## src/rtl/ce_mon_pkg.sv

```systemverilog
// ce_mon_pkg: shared state encoding and default timing constants for the clock-enable period monitor.
package ce_mon_pkg;
  typedef enum logic [1:0] {ACQUIRE, LOCKING, LOCKED, FAULT} state_e;
  localparam int unsigned DEF_PERIOD = 65536;
  localparam int unsigned DEF_TOL = 2;
  localparam int unsigned DEF_LOCK_COUNT = 4;
  localparam int unsigned DEF_CNT_W = 17;
endpackage

```

## src/rtl/ce_interval_counter.sv

```systemverilog
// ce_interval_counter: cycles since the last pulse, saturating at PERIOD+TOL with a one-shot timeout.
module ce_interval_counter import ce_mon_pkg::*; #(
  parameter int unsigned PERIOD = DEF_PERIOD,
  parameter int unsigned TOL = DEF_TOL,
  parameter int unsigned CNT_W = DEF_CNT_W
) (
  input  logic             clk,
  input  logic             rst,
  input  logic             pulse_i,
  output logic [CNT_W-1:0] cnt_o,
  output logic             timeout_o
);
  localparam logic [CNT_W-1:0] LIMIT = CNT_W'(PERIOD + TOL);
  logic [CNT_W-1:0] cnt_q, cnt_d;
  // parking at LIMIT makes the timeout compare true only once per gap
  always_comb cnt_d = pulse_i ? '0 : (cnt_q == LIMIT ? cnt_q : cnt_q + 1'b1);
  always_ff @(posedge clk) cnt_q <= rst ? '0 : cnt_d;
  assign timeout_o = !pulse_i && (cnt_q == LIMIT - 1'b1);
  assign cnt_o = cnt_q;
endmodule

```

## src/rtl/ce_period_monitor.sv

```systemverilog
// ce_period_monitor: checks a clk_en pulse stream against PERIOD+/-TOL and tracks lock/fault.
module ce_period_monitor import ce_mon_pkg::*; #(
  parameter int unsigned PERIOD = DEF_PERIOD,
  parameter int unsigned TOL = DEF_TOL,
  parameter int unsigned LOCK_COUNT = DEF_LOCK_COUNT,
  parameter int unsigned CNT_W = DEF_CNT_W
) (
  input  logic             clk,
  input  logic             rst,
  input  logic             clk_en_in,
  input  logic             clr_fault,
  output logic             locked,
  output logic             fault,
  output logic             window_err,
  output logic             timeout_err,
  output logic [CNT_W-1:0] last_period,
  output logic [15:0]      pulse_count
);
  localparam int unsigned GW = $clog2(LOCK_COUNT + 1);
  state_e state_q, state_d;
  logic [GW-1:0] good_q, good_d;
  logic [CNT_W-1:0] cnt, interval, last_q, last_d;
  logic [15:0] pcnt_q, pcnt_d;
  logic timeout, in_win, seen_q, werr_q, werr_d, terr_q, terr_d, locked_q, fault_q;
  ce_interval_counter #(.PERIOD(PERIOD), .TOL(TOL), .CNT_W(CNT_W)) u_cnt (
    .clk(clk), .rst(rst), .pulse_i(clk_en_in), .cnt_o(cnt), .timeout_o(timeout)
  );
  assign interval = cnt + 1'b1;
  assign in_win = interval >= CNT_W'(PERIOD - TOL) && interval <= CNT_W'(PERIOD + TOL);
  always_comb begin
    state_d = state_q;
    good_d = good_q;
    werr_d = 1'b0;
    terr_d = 1'b0;
    unique case (state_q)
      ACQUIRE: if (clk_en_in) begin
        state_d = LOCKING;
        good_d = '0;
      end
      LOCKING: if (clk_en_in && in_win) begin
        good_d = good_q + 1'b1;
        if (good_d == GW'(LOCK_COUNT)) state_d = LOCKED;
      end else if (clk_en_in) begin
        werr_d = 1'b1;
        good_d = '0;
      end else if (timeout) begin
        terr_d = 1'b1;
        good_d = '0;
        state_d = ACQUIRE;
      end
      LOCKED: if ((clk_en_in && !in_win) || timeout) begin
        werr_d = clk_en_in;
        terr_d = !clk_en_in;
        state_d = FAULT;
      end
      FAULT: if (clr_fault) state_d = ACQUIRE;
      default: state_d = ACQUIRE;
    endcase
    last_d = (clk_en_in && seen_q) ? interval : last_q;
    pcnt_d = pcnt_q + 16'(clk_en_in);
  end
  always_ff @(posedge clk) begin
    if (rst) begin
      state_q <= ACQUIRE;
      good_q <= '0;
      werr_q <= 1'b0;
      terr_q <= 1'b0;
      locked_q <= 1'b0;
      fault_q <= 1'b0;
      last_q <= '0;
      pcnt_q <= '0;
      seen_q <= 1'b0;
    end else begin
      state_q <= state_d;
      good_q <= good_d;
      werr_q <= werr_d;
      terr_q <= terr_d;
      locked_q <= state_d == LOCKED;
      fault_q <= state_d == FAULT;
      last_q <= last_d;
      pcnt_q <= pcnt_d;
      seen_q <= seen_q | clk_en_in;
    end
  end
  assign locked = locked_q;
  assign fault = fault_q;
  assign window_err = werr_q;
  assign timeout_err = terr_q;
  assign last_period = last_q;
  assign pulse_count = pcnt_q;
endmodule

```

## config.mk

```make
export PLATFORM = sky130hd
export DESIGN_NAME = ce_period_monitor
export DESIGN_NICKNAME = d
export VERILOG_FILES = /design/src/rtl/ce_mon_pkg.sv /design/src/rtl/ce_interval_counter.sv /design/src/rtl/ce_period_monitor.sv
export SDC_FILE = /design/constraint.sdc
export NUM_CORES = 1
export LEC_CHECK = 0
export BUFFER_PORTS_ARGS = -buffer_cell sky130_fd_sc_hd__buf_2
export CAP_MARGIN = 20
export CORE_MARGIN = 5
export CORE_UTILIZATION = 52
export CTS_CLUSTER_SIZE = 25
export DETAILED_ROUTE_END_ITERATION = 8
export HOLD_SLACK_MARGIN = 0.08
export PLACE_DENSITY = 0.73
export SETUP_SLACK_MARGIN = 0.02
export SYNTH_ARGS = -nofsm -noshare
export SYNTH_HDL_FRONTEND = slang
export SYNTH_SLANG_ARGS = --single-unit
```

## constraint.sdc

```tcl
create_clock -name clk -period 2.8 [get_ports clk]
set_input_delay 0.56 -clock clk [delete_from_list [all_inputs] [get_ports clk]]
set_output_delay 0.56 -clock clk [all_outputs]
set_load 0.01 [all_outputs]
```

# == Word level (Yosys, flattened, before mapping) ==
# Index checks and enable logic that the tools add are counted.
# classes
addsub,3
order_cmp,2
eq_ne,10
n_mux,22
n_bitwise,1
n_reduce_logical,12
# op_table
operator,count
"equality test 17 bit, second input constant",2
"adder 17 x 1 -> 17 bit, second input constant",1
">= comparator 17 x 16 -> 1 bit, second input constant",1
"<= comparator 17 bit, second input constant",1
adder 16 x 1 -> 16 bit,1
two-way mux 2 bit,7
two-way mux 3 bit,4
"equality test 2 bit, second input constant",4
one-hot mux 2 bit (4 select lines),1
two-way mux 1 bit,7
one-hot mux 3 bit (2 select lines),1
logical AND 1 bit,5
"!= test 4 bit, second input constant",1
one-hot mux 1 bit (2 select lines),2
"adder 3 x 1 -> 3 bit, second input constant",1
"equality test 3 bit, second input constant",1
AND reduction 3 bit,1
"equality test 2 x 1 -> 1 bit, second input constant",1
logical NOT 1 bit,2
logical NOT 2 bit,1
"!= test 2 bit, second input constant",1
nonzero test 2 bit,1
OR reduction 2 bit,1
logical OR 1 bit,1
OR 1 bit,1
# totals
reg_bits,60
output_inout_bits,37

# == Longest topological paths before layout ==
# Gate-level depths: netlist of the first run.
# depth
word_depth,9
ltp_mapped,11
ltp_nobuf,10

# == Hierarchy ==
# A second synthesis of the first run with hierarchy kept.
# unflattened
cells_unflattened,395
area_unflattened_um2,3387.0
# modules_own_cells
mod,instances,cells_per_inst,area_per_inst_um2
ce_period_monitor,1,296,2524.9
ce_interval_counter,1,99,862.1

# == Worst setup path before layout of the first run ==
# No wires, ideal clock.
# synth_path
path_kind,register -> register
start,"reg u_cnt.cnt_q[0], in the netlist u_cnt.cnt_o[0]"
end,"reg fault_q, in the netlist fault"
t_arrival_ns,2.863
slack_ns,-0.178
path_stages_with_launch,12
path_buffers,1
path_cell_list,dfxtp_1 buf_2 inv_1 ha_1 nor2b_1 or3_1 a211o_1 or4_4 nor4b_4 o2111ai_2 a211o_1 and2_1
# synth_between
elab_chain_cells,9
word_cells_on_any_way,16
classes_between,add/sub: 1; order compare: 2; eq/ne: 2; mux: 5; reduce/logical: 6
# synth_lines
item,line_no,source
"start, declared",ce_interval_counter.sv:14,"logic [CNT_W-1:0] cnt_q, cnt_d;"
"start signal, assigned",ce_interval_counter.sv:17,always_ff @(posedge clk) cnt_q <= rst ? '0 : cnt_d;
adder 17 x 1 -> 17 bit *,ce_period_monitor.sv:28,assign interval = cnt + 1'b1;
net interval[0],ce_period_monitor.sv:22,"logic [CNT_W-1:0] cnt, interval, last_q, last_d;"
>= comparator 17 x 16 -> 1 bit / <= comparator 17 bit (equally long branches),ce_period_monitor.sv:29,assign in_win = interval >= CNT_W'(PERIOD - TOL) && interval <= CNT_W'(PERIOD + TOL);
logical AND 1 bit *,ce_period_monitor.sv:29,
logical NOT 1 bit,ce_period_monitor.sv:51,LOCKED: if ((clk_en_in && !in_win) || timeout) begin
logical AND 1 bit,ce_period_monitor.sv:51,
logical OR 1 bit,ce_period_monitor.sv:51,
two-way mux 2 bit,ce_period_monitor.sv:51,
one-hot mux 2 bit (4 select lines) *,ce_period_monitor.sv:35,unique case (state_q)
equality test 2 bit *,ce_period_monitor.sv:79,fault_q <= state_d == FAULT;
"end signal, assigned",ce_period_monitor.sv:69,fault_q <= 1'b0;
"end signal, assigned",ce_period_monitor.sv:79,
"end, declared",ce_period_monitor.sv:24,"logic timeout, in_win, seen_q, werr_q, werr_d, terr_q, terr_d, locked_q, fault_q;"
# The timed path passes the listed nets; every way through them passes the cells marked *.
# A chain may end at the register's enable or synchronous reset.

# == Worst setup path after layout of the first run ==
# layout_path
start,"reg u_cnt.cnt_q[0], in the netlist u_cnt.cnt_o[0]"
end,"reg locked_q, in the netlist locked"
# layout_between
elab_chain_cells,9
word_cells_on_any_way,16
classes_between,add/sub: 1; order compare: 2; eq/ne: 2; mux: 5; reduce/logical: 6
# layout_lines
item,line_no,source
adder 17 x 1 -> 17 bit *,ce_period_monitor.sv:28,
net interval[0],ce_period_monitor.sv:22,
>= comparator 17 x 16 -> 1 bit / <= comparator 17 bit (equally long branches),ce_period_monitor.sv:29,
logical AND 1 bit *,ce_period_monitor.sv:29,
logical NOT 1 bit,ce_period_monitor.sv:51,
logical AND 1 bit,ce_period_monitor.sv:51,
logical OR 1 bit,ce_period_monitor.sv:51,
two-way mux 2 bit,ce_period_monitor.sv:51,
one-hot mux 2 bit (4 select lines) *,ce_period_monitor.sv:35,
equality test 2 bit *,ce_period_monitor.sv:78,locked_q <= state_d == LOCKED;
"end signal, assigned",ce_period_monitor.sv:68,locked_q <= 1'b0;
"end signal, assigned",ce_period_monitor.sv:78,
"end, declared",ce_period_monitor.sv:24,
# Marks and branches as above.

==> flow_summary_export.csv, run 1 <==
group,metric,value,unit
setup_path,critPathTopFamily,"simple AND/OR/NAND/NOR gates",
worst_hold_path,hold_path.class,"reg2reg",
synthesis,syn_nets,376,
timing,finClkSkew,0.01136,ns
global_routing,grt_pass1_wl,12.74,mm
global_routing,track_usage,0.2121,
power_and_ir_drop,finalPower,0.002023,W
global_routing,grt_max_degree,37,
setup_path,arrival,3.04,ns
placed_design,detailed_place_hpwl,5.529,mm
die,placementRows,28,
clock_network,cts_inserted_buffers,9,
drt,drt-total-wl,7.729,mm
cells_and_area,instances_no_fill,498,
cells_and_area,diodes,0,
die,start_util,0.5330,
clock_network,clk_pin_slew,0.07,ns
drt,wire_per_inst,15.52,um
power_and_ir_drop,pwr-share-seq,0.445,
clock_network,clk_latency,0.34,ns
die,die_w,87.67,um
die,die_area,0.007685,mm2
setup_path,cp_slowest_stage_delay,0.43,ns
drt,route.detailed.drc,0,
clock_network,hold_buffers,0,
cells_and_area,layout_common_cells,"nor2_1, dfxtp_1, buf_2",
global_routing,busiest_layer,"met2",
timing,slew_viol_final,0,
clock_network,tritoncts,"built",
cells_and_area,nFillCells,489,
clock_network,clkSinkCount,60,
cells_and_area,final_common_cell,"nor2_1",
cells_and_area,drive_above_1_share,0.2837,
die,num_io_pins,41,
power_and_ir_drop,combinationalPowerShare,0.100,
job,cap_violations,0,
synthesis,yosysWarnings,0,
power_and_ir_drop,power_switching_share,0.2402,
timing,worst_pin_slew,0.5224,ns
setup_path,cp-end-kind,"flip-flop",
global_routing,overflow,0,
power_and_ir_drop,p_int,0.001537,W
synthesis,synth_cell_types,56,
cells_and_area,syn_to_final_growth,24.21,%
synthesis,syn_inst,360,
global_routing,grtUsageMet1,0.2738,
timing,setup_viol,0,
power_and_ir_drop,p_leak,1.616,nW
clock_network,clk_path_buf_depth,2,
synthesis,synthArstFlopShare,0,
timing,final-hold-violation-count,0,
synthesis,syn_area,0.003137,mm2
power_and_ir_drop,clock_power_share,0.455,
power_and_ir_drop,ir_worst_vdd,0.7160,mV
power_and_ir_drop,p_switching,0.0004859,W
synthesis,synth_enable_flop_cells,0,
synthesis,synthFlopType,"dfxtp_1",
power_and_ir_drop,powerDensity,519.2,mW/mm2
placed_design,placedCellCount,477,
setup_path,crit_path_top_delay_cell,"or4_4",
cells_and_area,num-nets-final,434,
setup_path,critPathBufInv,1,
timing,rsz0062_at_grt,"true",
setup_path,cp-start-kind,"flip-flop",
timing,min_period,2.775,ns
setup_path,critPathMaxFanout,4,
drt,via_per_inst,5.534,
setup_path,crit_type,"reg2reg",
drt,dr.pass1.iters,5,
synthesis,synth-seq-area-share,0.3829,
timing,fin_ws,0.02454,ns
clock_network,clock-root-buffer,"clkbuf_8",
global_routing,met3_usage,0.04327,
global_routing,met2_usage,0.3370,
outcome,status,"finished clean",
placed_design,place_ws,-0.07614,ns
timing,timing.fmax,360.3,MHz
cells_and_area,utilization,0.6620,
drt,ant_nets,0,
synthesis,avgSynthCellArea,8.713,um2
timing,slew-limit-headroom,0.6509,
die,die_y,87.67,um
drt,drtIter0Drc,208,
setup_path,cp_cell_sequence,"inv_4 > ha_4 > nor2b_4 > or3_1 > a211o_1 > or4_4 > nor4b_4 > o2111ai_2 > a211o_1 > a211oi_2",
timing,period_share,0.9912,
setup_path,crit_top_cell,"a211o_1",
setup_path,required,3.06,ns
placed_design,gp_congestion,0.8826,
synthesis,synth_seq_cells,60,
drt,vias,2756,
global_routing,antenna_found_initial,0,
placed_design,io_buffers,40,
clock_network,h-tree-depth,3,
global_routing,grt_pass1_vias,2635,
die,core_region_area,0.005886,mm2
## flip-flops by register name, indices dropped and copies added, names as in the netlist
signal       count
fault            1
pulse_count     16
locked           1
good_q           3
last_period     17
timeout_err      1
state_q          2
u_cnt.cnt_o     17
seen_q           1
window_err       1
## cell usage after synthesis (6+ instances only)
cell | n | area [um2]
a211oi_1 | 15 | 112.6
and3_1 | 8 | 50.05
buf_4 | 7 | 52.55
clkbuf_1 | 13 | 48.80
dfxtp_1 | 60 | 1201
ha_1 | 12 | 150.1
inv_1 | 9 | 33.78
nand2_1 | 14 | 52.55
nand3_1 | 16 | 80.08
nand4_1 | 10 | 62.56
nor2_1 | 59 | 221.5
nor2b_1 | 7 | 43.79
nor3_1 | 11 | 55.05
nor4_1 | 11 | 68.82
or3_1 | 6 | 37.54
xnor2_1 | 15 | 131.4
xor2_1 | 18 | 157.7
## worst paths after layout
kind / startpoint / endpoint / slack, ns / depth (start not counted)
hold reg to reg: seen_q / seen_q / 0.46 / 2
setup reg to reg: u_cnt.cnt_o[0] / locked / 0.02 / 10
hold / removal: seen_q / seen_q / 0.46 / 2
setup / recovery: u_cnt.cnt_o[0] / locked / 0.02 / 10
## worst min-delay path: stages (launching register included)
cell,delay [ns]
dfxtp_1,0.33
nor2_1,0.04
nor2_1,0.06
## power by group through the flow
stage	Combinational [W]	Sequential, W	Clock, W
2_1_floorplan	0.000129	0.000926	0
3_3_place_gp	0.000187	0.000918	0
3_5_place_dp	0.000192	0.000919	0
4_1_cts	0.000197	0.000901	0.000931
5_1_grt	0.000227	0.000904	0.000966
6_report	0.000202	0.000900	0.000920
## metal layers
layer	vias up	part of all wire	wire length, um
met4	0	0.030	233
met2	90	0.48	3691
li1	1383	-	-
met3	21	0.052	399
met1	1262	0.44	3404
met5	-	0	0
## kinds of logic (layout without fill, tap and decap cells)
family	Yosys count	in the layout	synth area share
XOR/XNOR	33	33	0.09214
buffers and inverters	37	100	0.05664
multiplexers	4	4	0.01316
AND/OR/NAND/NOR	169	169	0.2972
adder cells (fa/ha/maj)	12	12	0.04786
AO/OA/AOI/OAI	45	45	0.1101
flip-flops	60	60	0.3829
## stage by stage
stage	hold WS (ns)	cell area, um2	TNS [ns]
6_report	0.4623	3896	0
5_1_grt	0.4906	3896	-0.2017
4_1_cts	0.4682	3804	0
3_5_place_dp	0.4510	3537	-0.2089
3_3_place_gp	0.4405	3537	0
2_1_floorplan	0.4272	3174	0
## cell type report
type | instances | area [um2] | share of cell area
inverter | 9 | 36.28 | 0.009313
tap | 75 | 93.84 | 0.02408
sequential | 60 | 1211 | 0.3109
clock inverter | 3 | 67.56 | 0.01734
multi-input combinational | 263 | 1856 | 0.4762
timing repair buffer | 75 | 462.9 | 0.1188
clock buffer | 13 | 168.9 | 0.04335
## what timing repair did
item | 4_1_cts | 5_1_grt
setup endpoints to repair | 3 | 6
buffers inserted | 0 | 5
gates cloned | 0 | 0
pin swaps | 1 | 2
resized for setup | 9 | 9
Power figures use the tool's default switching activity.
==> run 2: changes to the inputs <==
- PLACE_DENSITY: 0.73 -> 0.76
==> run 2 against run 1 <==
  * The run now ends with setup timing left
  * Non-clock buffer count decreased by 7
  * First-iteration DRC count shrank 37%
  * Critical path depth unchanged
  * Design area decreased by 3.6%
  * Register-to-register slack worse by 0.03 ns
  * Largest power group is now sequential cells
==> flow_summary_export.csv, run 2 (synthesized netlist as in run 1, its figures left out) <==
group,metric,value,unit
global_routing,overflow,0,
timing,finClkSkew,0.007139,ns
timing,timing.fmax,356.6,MHz
clock_network,clk_latency,0.35,ns
outcome,status,"finished, violations left",
clock_network,tritoncts,"built",
clock_network,clk_pin_slew,0.07,ns
cells_and_area,syn_to_final_growth,19.78,%
placed_design,gp_congestion,0.9163,
cells_and_area,final_common_cell,"nor2_1",
power_and_ir_drop,ir_worst_vdd,0.4629,mV
cells_and_area,drive_above_1_share,0.2596,
setup_path,r2r_cells,10,
global_routing,grt_pass1_vias,2591,
cells_and_area,nFillCells,498,
setup_path,cp-start-kind,"flip-flop",
drt,drt-total-wl,7.247,mm
drt,wire_per_inst,14.76,um
timing,final-hold-violation-count,0,
drt,vias,2725,
cells_and_area,instances_no_fill,491,
global_routing,track_usage,0.1966,
clock_network,hold_buffers,0,
placed_design,placed_area,0.003500,mm2
setup_path,cp-end-kind,"flip-flop",
die,core_region_area,0.005886,mm2
setup_path,crit_type,"reg2reg",
cells_and_area,num-nets-final,427,
timing,min_period,2.805,ns
die,die_y,87.67,um
worst_hold_path,whs_path_depth,2,
global_routing,antenna_found_initial,0,
cells_and_area,layout_common_cells,"nor2_1, dfxtp_1, buf_2",
timing,fin_ws,-0.004534,ns
clock_network,clock-root-buffer,"clkbuf_8",
drt,ant_nets,0,
power_and_ir_drop,p_leak,1.551,nW
placed_design,placedCellCount,472,
placed_design,io_buffers,40,
power_and_ir_drop,finalPower,0.001802,W
timing,setup_viol,2,
timing,slew-limit-headroom,0.4868,
timing,rsz0062_at_grt,"true",
power_and_ir_drop,powerDensity,479.6,mW/mm2
clock_network,cts_inserted_buffers,9,
outcome,violations,"setup timing",
cells_and_area,fin_area,0.003757,mm2
clock_network,h-tree-depth,3,
die,placementRows,28,
global_routing,grt_pass1_wl,11.87,mm
clock_network,clk_path_buf_depth,2,
drt,drtIter0Drc,131,
setup_path,required,3.04,ns
die,num_io_pins,41,
drt,via_per_inst,5.550,
job,cap_violations,0,
timing,worst_pin_slew,0.7698,ns
timing,period_share,1.002,
setup_path,critPathMaxFanout,3,
timing,slew_viol_final,0,
die,die_area,0.007685,mm2
setup_path,arrival,3.04,ns
drt,route.detailed.drc,0,
cells_and_area,diodes,0,
clock_network,clkSinkCount,60,
die,die_w,87.67,um
worst_hold_path,hold_path.class,"reg2reg",
drt,dr.pass1.iters,6,
cells_and_area,utilization,0.6384,
global_routing,grt_max_degree,43,
die,start_util,0.5330,
placed_design,detailed_place_hpwl,5.136,mm
-- run 2: cell count changes in the layout (fill, tap and decap cells not counted), sizes merged --
cell | before | now
inv | 9 | 10
clkinv | 0 | 1
clkbuf | 13 | 11
bufinv | 2 | 0
clkinvlp | 1 | 3
buf | 75 | 68
-- run 2: metal layers --
metal / vias up / track usage / share of wire
li1: 1372 / - / -
met1: 1265 / 0.2308 / 0.43
met2: 70 / 0.3363 / 0.49
met3: 18 / 0.04986 / 0.051
met4: 0 / 0.08926 / 0.027
met5: - / 0 / 0
-- run 2: metrics by stage --
stage	setup TNS (ns)	setup slack (ns)	hold slack, ns
finish	-0.008276	-0.004534	0.4576
global route	-0.3746	-0.1047	0.5101
CTS	-0.01042	-0.007665	0.4649
detailed placement	-0.2720	-0.09379	0.4464
global placement	0	0.01290	0.4377
floorplan	0	0.01483	0.4272
-- run 2: critical path: stages, from the launching register on --
cell and delay (ns):
dfxtp_4 0.39, inv_4 0.05, ha_4 0.21, nor2b_4 0.12
or3_4 0.35, a211o_1 0.26, or4_4 0.43, nor4b_4 0.25
o2111ai_2 0.14, a211o_1 0.33, and2_4 0.17
-- run 2: worst paths after layout --
path / slack [ns] / endpoint / from
setup / recovery: -0.005 / fault / u_cnt.cnt_o[0]
setup reg to reg: -0.005 / fault / u_cnt.cnt_o[0]
hold reg to reg: 0.46 / seen_q / seen_q
hold / removal: 0.46 / seen_q / seen_q
-- run 2: power by group --
group,total [W],leakage [nW],internal (W),switching (W)
combinational,0.000200,0.980,0.0000807,0.000119
sequential,0.000899,0.489,0.000880,0.0000197
clock,0.000703,0.0820,0.000346,0.000357
total,0.00180,1.55,0.00131,0.000496
-- run 2: cell type report --
type                       instances  area [um2]  area share
multi-input combinational        263        1824      0.4855
clock inverter                     5       36.28    0.009657
timing repair buffer              68       414.1      0.1102
tap                               75       93.84     0.02498
clock buffer                      11       141.4     0.03763
sequential                        60        1211      0.3223
inverter                           9       36.28    0.009657
-- run 2: timing repair --
item,CTS,global route
buffers inserted,0,3
resized for setup,10,4
endpoints found under the setup margin,3,7
cloned,0,0
pin swaps,1,1
